--- src/rtl/fdce_capture_arbiter.sv ---
// fdce_capture_arbiter: round-robin loader for one shared CE-gated capture register.
// Define CAPTURE_ARB_PARITY_EN to add the registered Q_PAR output.
module fdce_capture_arbiter #(
    parameter int NREQ = 4,
    parameter int DW   = 8,
    parameter int HOLD = 2
) (
    input  logic               C,
    input  logic               CLR_N,
    input  logic [NREQ-1:0]    REQ,
    input  logic [NREQ*DW-1:0] D,
    output logic [NREQ-1:0]    GNT,
    output logic [NREQ-1:0]    ACK,
    output logic [DW-1:0]      Q,
    output logic               Q_VLD,
`ifdef CAPTURE_ARB_PARITY_EN
    output logic               Q_PAR,
`endif
    output logic               BUSY
);
    localparam int PW = NREQ > 1 ? $clog2(NREQ) : 1;
    localparam int SW = PW + 1;
    localparam int CW = HOLD > 1 ? $clog2(HOLD) : 1;
    typedef enum logic [1:0] {S_IDLE, S_LOAD, S_HOLD, S_DONE} state_t;
    state_t        state;
    logic [PW-1:0] ptr, sel, off, pick;
    logic [PW:0]   sum;
    logic [NREQ-1:0] rr;
    logic [CW-1:0] cnt;
    logic [DW-1:0] word;
    // Rotate requests so bit 0 is the pointer position; lowest set bit wins.
    always_comb begin
        rr = NREQ'({REQ, REQ} >> ptr);
        off = '0;
        for (int i = NREQ - 1; i >= 0; i--)
            if (rr[i]) off = PW'(i);
        sum = {1'b0, ptr} + {1'b0, off};
        pick = sum >= SW'(NREQ) ? PW'(sum - SW'(NREQ)) : PW'(sum);
    end
    always_comb begin
        word = '0;
        for (int i = 0; i < NREQ; i++)
            if (GNT[i]) word = D[i*DW +: DW];
    end
    assign BUSY = state != S_IDLE;
    always_ff @(posedge C or negedge CLR_N) begin
        if (!CLR_N) begin
            state <= S_IDLE;
            ptr   <= '0;
            sel   <= '0;
            cnt   <= '0;
            GNT   <= '0;
            ACK   <= '0;
            Q     <= '0;
            Q_VLD <= 1'b0;
        end else begin
            case (state)
                S_IDLE: if (|REQ) begin
                    sel   <= pick;
                    GNT   <= NREQ'(1) << pick;
                    state <= S_LOAD;
                end
                S_LOAD: begin
                    Q     <= word;
                    Q_VLD <= 1'b1;
                    cnt   <= CW'(HOLD - 1);
                    state <= S_HOLD;
                end
                S_HOLD: if (cnt == '0) begin
                    ACK   <= GNT;
                    state <= S_DONE;
                end else begin
                    cnt <= cnt - 1'b1;
                end
                S_DONE: begin
                    ACK   <= '0;
                    GNT   <= '0;
                    Q_VLD <= 1'b0;
                    ptr   <= sel == PW'(NREQ - 1) ? '0 : sel + 1'b1;
                    state <= S_IDLE;
                end
                default: state <= S_IDLE;
            endcase
        end
    end
`ifdef CAPTURE_ARB_PARITY_EN
    always_ff @(posedge C or negedge CLR_N) begin
        if (!CLR_N) Q_PAR <= 1'b0;
        else if (state == S_LOAD) Q_PAR <= ^word;
    end
`endif
endmodule

--- config.mk ---
export PLATFORM = sky130hd
export DESIGN_NAME = fdce_capture_arbiter
export DESIGN_NICKNAME = d
export VERILOG_FILES = /design/src/rtl/fdce_capture_arbiter.sv
export SDC_FILE = /design/constraint.sdc
export NUM_CORES = 1
export LEC_CHECK = 0
export BUFFER_PORTS_ARGS = -buffer_cell sky130_fd_sc_hd__buf_2
export CORE_ASPECT_RATIO = 0.9
export CORE_MARGIN = 2
export CORE_UTILIZATION = 35
export CTS_CLUSTER_SIZE = 20
export DETAILED_ROUTE_END_ITERATION = 8
export RECOVER_POWER = 100
export SYNTH_ARGS = -nofsm -noshare
export SYNTH_HDL_FRONTEND = slang
export SYNTH_SLANG_ARGS = --single-unit
--- constraint.sdc ---
create_clock -name C -period 4.35 [get_ports C]
set_clock_uncertainty 0.15 [all_clocks]
set_input_delay 0.435 -clock C [delete_from_list [all_inputs] [get_ports C]]
set_output_delay 0.435 -clock C [all_outputs]
set_load 0.1 [all_outputs]
# --- Word level (Yosys, flattened, before mapping) ---
# Cells that the tools add are included.
classes:
  n_addsub: 4
  mul: 0
  div: 0
  n_lt_le_gt_ge: 1
  n_eq_ne: 6
  shift: 2
  muxes: 20
  bitwise_logic: 0
  n_reduce_logical: 11
op_table:
  columns: ["cell", "count"]
  rows:
  - ["2-to-1 mux 8 bit", 4]
  - ["2-to-1 mux 2 bit", 8]
  - ["case mux 4 bit (2 select lines)", 2]
  - ["nonzero test 2 bit", 5]
  - ["2-to-1 mux 4 bit", 2]
  - ["case mux 2 bit (4 select lines)", 1]
  - ["AND reduction 2 bit", 4]
  - [">> shifter 8 x 2 -> 4 bit", 1]
  - ["== test 2 bit (second input constant)", 3]
  - ["inequality test 2 bit (second input constant)", 2]
  - ["case mux 1 bit (2 select lines)", 2]
  - ["OR reduction 4 bit", 1]
  - ["left shift 1 x 2 -> 4 bit (first input constant)", 1]
  - ["adder 2 x 2 -> 3 bit", 1]
  - [">= comparator 3 bit (second input constant)", 1]
  - ["adder 2 x 1 -> 2 bit (second input constant)", 1]
  - ["== test 2 x 1 -> 1 bit (second input constant)", 1]
  - ["zero test 2 bit", 1]
  - ["subtractor 2 x 1 -> 2 bit (second input constant)", 1]
  - ["2-to-1 mux 1 bit", 1]
  - ["subtractor 1 bit (second input constant)", 1]
word_totals:
  regBits: 24
  latchBits: 0
  ramBits: 0
  rom_bits: 0
  wordCells: 52
  memories: 0

# --- Longest topological paths before layout ---
logic_depth:
  ltp_word: 11
  ltp_mapped: 9
  ltp_nobuf: 8

# --- Least setup slack after synthesis ---
# OpenSTA, ideal clock, no wires.
synth_timing:
  path_kind: "reg-to-reg"
  from: "register GNT[3]"
  to: "register Q[6]"
  setup_time_ns: 0.137
  arrival_ns: 1.779
  t_required_ns: 4.063
  slack_ns: 2.284
  path_stages_with_launch: 6
  path_buffers: 2
  period_less_slack_ns: 2.066
  path_cell_list: "dfrtp_1 > clkbuf_1 > clkbuf_1 > nor3_1 > a21oi_1 > a21oi_1"
synth_via:
  elab_chain_len: 1
synth_lines:
  columns: ["item", "line_no", "rtl"]
  rows:
  - ["from (decl)", "12", "output logic [NREQ-1:0] GNT,"]
  - ["from (signal assigned)", "60", "GNT <= NREQ'(1) << pick;"]
  - ["2-to-1 mux 8 bit", "43", "if (GNT[i]) word = D[i*DW +: DW];"]
  - ["to (signal assigned)", "64", "Q <= word;"]
  - ["to (decl)", "14", "output logic [DW-1:0] Q,"]
# No other way between the ends.
# A chain may end at the register's enable or synchronous reset.

# --- Worst setup path after layout ---
layout_timing:
  from: "register state[0]"
  to: "output BUSY"
layout_via:
  elab_chain_len: 1
layout_lines:
  columns: ["item", "line_no", "rtl"]
  rows:
  - ["from (decl)", "25", "state_t state;"]
  - ["from (signal assigned)", "48", "state <= S_IDLE;"]
  - ["from (signal assigned)", "61", "state <= S_LOAD;"]
  - ["from (signal assigned)", "67", "state <= S_HOLD;"]
  - ["nonzero test 2 bit", "45", "assign BUSY = state != S_IDLE;"]
  - ["to (decl)", "19", "output logic BUSY"]
# No other way between the ends.

==> results.md <==
* CP Capture Type: output port
* CTS Root Cell: clkbuf_8
* Max-slew violation count at 0
* Req. time, crit path at 3.76 ns
* Synth area leaders: dfrtp_1, a21oi_1, ha_1, a221oi_1, nor2b_1
* Remaining global-route overflow at 0
* Final setup fails at 0
* P&R area growth vs syn at 20.4%
* EDFF count, synth at 0
* CTS sink cnt at 24
* Largest net degree at the start of global routing at 25
* Post-synth top area cell: dfrtp_1
* Hold Vio Cnt, Final at 0
* Clock Path Buffers at 2
* Hold_buf cts at 0
* Fin Hold WS at 0.272 ns
* CP Launch Point: state[0]
* Status: completed
* Top FF cell, synth: dfrtp_1
* Worst Max-Slew Pin Slew at 1.27 ns
* CP Class: flop to output port
* RSZ-0062 raised after global routing: no
* Tcrit/Tclk final at 57.9%
* Async SR Flop Fraction at 100%
* Hold Path Class: primary input to asynchronous set/reset pin
* Post-CTS Setup Inserts at 0
* Reg2Reg Launch Point: ptr[1]
* Reg clk slew, reported paths at 0.08 ns
* Initial DRC Count at 83
* Synth warn at 0
* Synth top area share at 41.7%
* Mapped cell area at 1440 um2
* Max Freq at 397 MHz
* Fin nets at 253
* FF+latch count, synth at 24
* CTS tree: yes
* Initial antenna violation count at 0
* # Max-Cap Violations at 0
* Antenna-violating nets left at 0
* Core area at 4020 um2
* Syn Nets at 205
* Final WS setup at 1.83 ns
* Antenna cells at 0
* Full die area at 4650 um2
* Num CTS Buffers at 3
* Avg WL per Cell at 13.5 um
* Share of layout cells above drive strength 1 at 21.4%
* Period minus WS final at 2.52 ns
* Die Wd at 71.6 um
* Vias per cell at 5.13
* Startpoint class of the critical path: flop
* Via Count at 1304
* Syn_area_per_cell at 9.01 um2
* H-tree lvl count at 1
* FP Rows at 22
* First-pass GRT wire length at 5760 um
* Worst-Skew Late Latency at 0.26 ns
* Finished Layout Cells at 254
* Wirelength, routed at 3420 um
* Worst rel slew slack at 15.3%
* Residual DRC at 0
* Gpl congestion at 0.803
* CP Max Fanout at 4
* Initial Utilization at 35.9%
* DIE HEIGHT at 64.9 um
* Vias in the first global route at 1226
* WP data arrival at 1.93 ns
* Cell variety after synth at 35
* Sequential fraction of the synthesis area at 41.7%
* Post_cts resized at 0
* I/O Pins at 56
* Gr usage total at 15.6%
* TritonRoute pass-1 iters at 4
* Dpl hpwl at 2430 um
* R2r worst-path depth at 7
* Setup TNS at 0 ns
* Cells after Synth at 160
* DP Cell Count at 251
* Pre-CTS setup slack at 2.15 ns
* Port-buffer cells at 55
-- synth_stat cells (all sizes together), types with 2 or more instances --
master,n
nor3,9
nor2,15
a22o,2
o21ai,10
dfrtp,24
a21oi,19
a22oi,3
a221oi,8
nand3,4
nand2,7
ha,7
nor2b,10
clkbuf,10
inv,6
nand3b,2
mux2,4
nor3b,3
buf,2
-- cells in the final DEF (no fill, tap or decap), types with 2 or more instances in the layout --
| master | synthesis | routed |
|---|---|---|
| a21oi_1 | 19 | 19 |
| a221oi_1 | 8 | 8 |
| a22o_1 | 2 | 2 |
| a22oi_1 | 3 | 3 |
| buf_2 | 1 | 36 |
| clkbuf_1 | 9 | 19 |
| clkbuf_8 | 0 | 3 |
| dfrtp_1 | 24 | 24 |
| ha_1 | 7 | 7 |
| inv_1 | 6 | 6 |
| mux2_2 | 4 | 4 |
| nand2_1 | 7 | 7 |
| nand3_1 | 4 | 4 |
| nand3b_1 | 2 | 2 |
| nor2_1 | 15 | 15 |
| nor2b_1 | 10 | 10 |
| nor3_1 | 9 | 9 |
| nor3b_1 | 3 | 3 |
| o21ai_0 | 10 | 10 |
-- state kept, by name (all words and copies together), names as in the netlist --
register	cells
ACK	4
GNT	4
Q	8
Q_VLD	1
cnt	1
ptr	2
sel	2
state	2
-- logic make-up after synthesis --
| group | after synthesis | synth area share (%) |
|---|---|---|
| AND/OR/NAND/NOR | 55 | 19.5 |
| flip-flops | 24 | 41.7 |
| multiplexers | 4 | 3.12 |
| buffers and inverters | 18 | 5.12 |
| XOR/XNOR | 2 | 1.74 |
| adder cells (fa/ha/maj) | 7 | 6.08 |
| AO/OA/AOI/OAI | 50 | 22.7 |
-- path summary, 6_finish.rpt --
| kind | endpoint | slack (ns) |
|---|---|---|
| min in group C | Q[0] | 0.33 |
| max in group asynchronous | GNT[0] | 3.03 |
| min | ptr[0] | 0.27 |
| max | BUSY | 1.83 |
| max reg2reg | GNT[2] | 2.13 |
| min reg2reg | Q_VLD | 0.35 |
-- metrics by stage --
step | area (um2) | utilization, %
floorplan | 1440 | -
global placement | 1730 | 42.9
detailed placement | 1730 | 42.9
CTS | 1770 | 44.0
global route | 1740 | 43.2
finish | 1740 | 43.2
-- layout make-up --
class / instances / area, um2
clock buffer: 3 / 41.3
fill: 408 / 2280
inverter: 6 / 22.5
multi-input combinational: 118 / 759
sequential: 24 / 601
tap: 48 / 60.1
timing repair buffer: 55 / 251
-- layer usage --
layer / up-vias / global-route usage [%] / part of all wire (%)
li1: 677 / - / -
met4: 0 / 7.08 / 1.7
met3: 5 / 2.02 / 5.7
met1: 585 / 20.7 / 48
met2: 37 / 25.2 / 45
met5: - / 0 / 0
-- worst max-delay path, stage by stage, from the launching register on --
cell and delay, ns:
dfrtp_1 0.40, inv_1 0.10, ha_1 0.25, inv_1 0.06
clkbuf_1 0.85
Power is not shown: default switching activity piles up to over one toggle a cycle in this logic, so the estimate is an artifact.
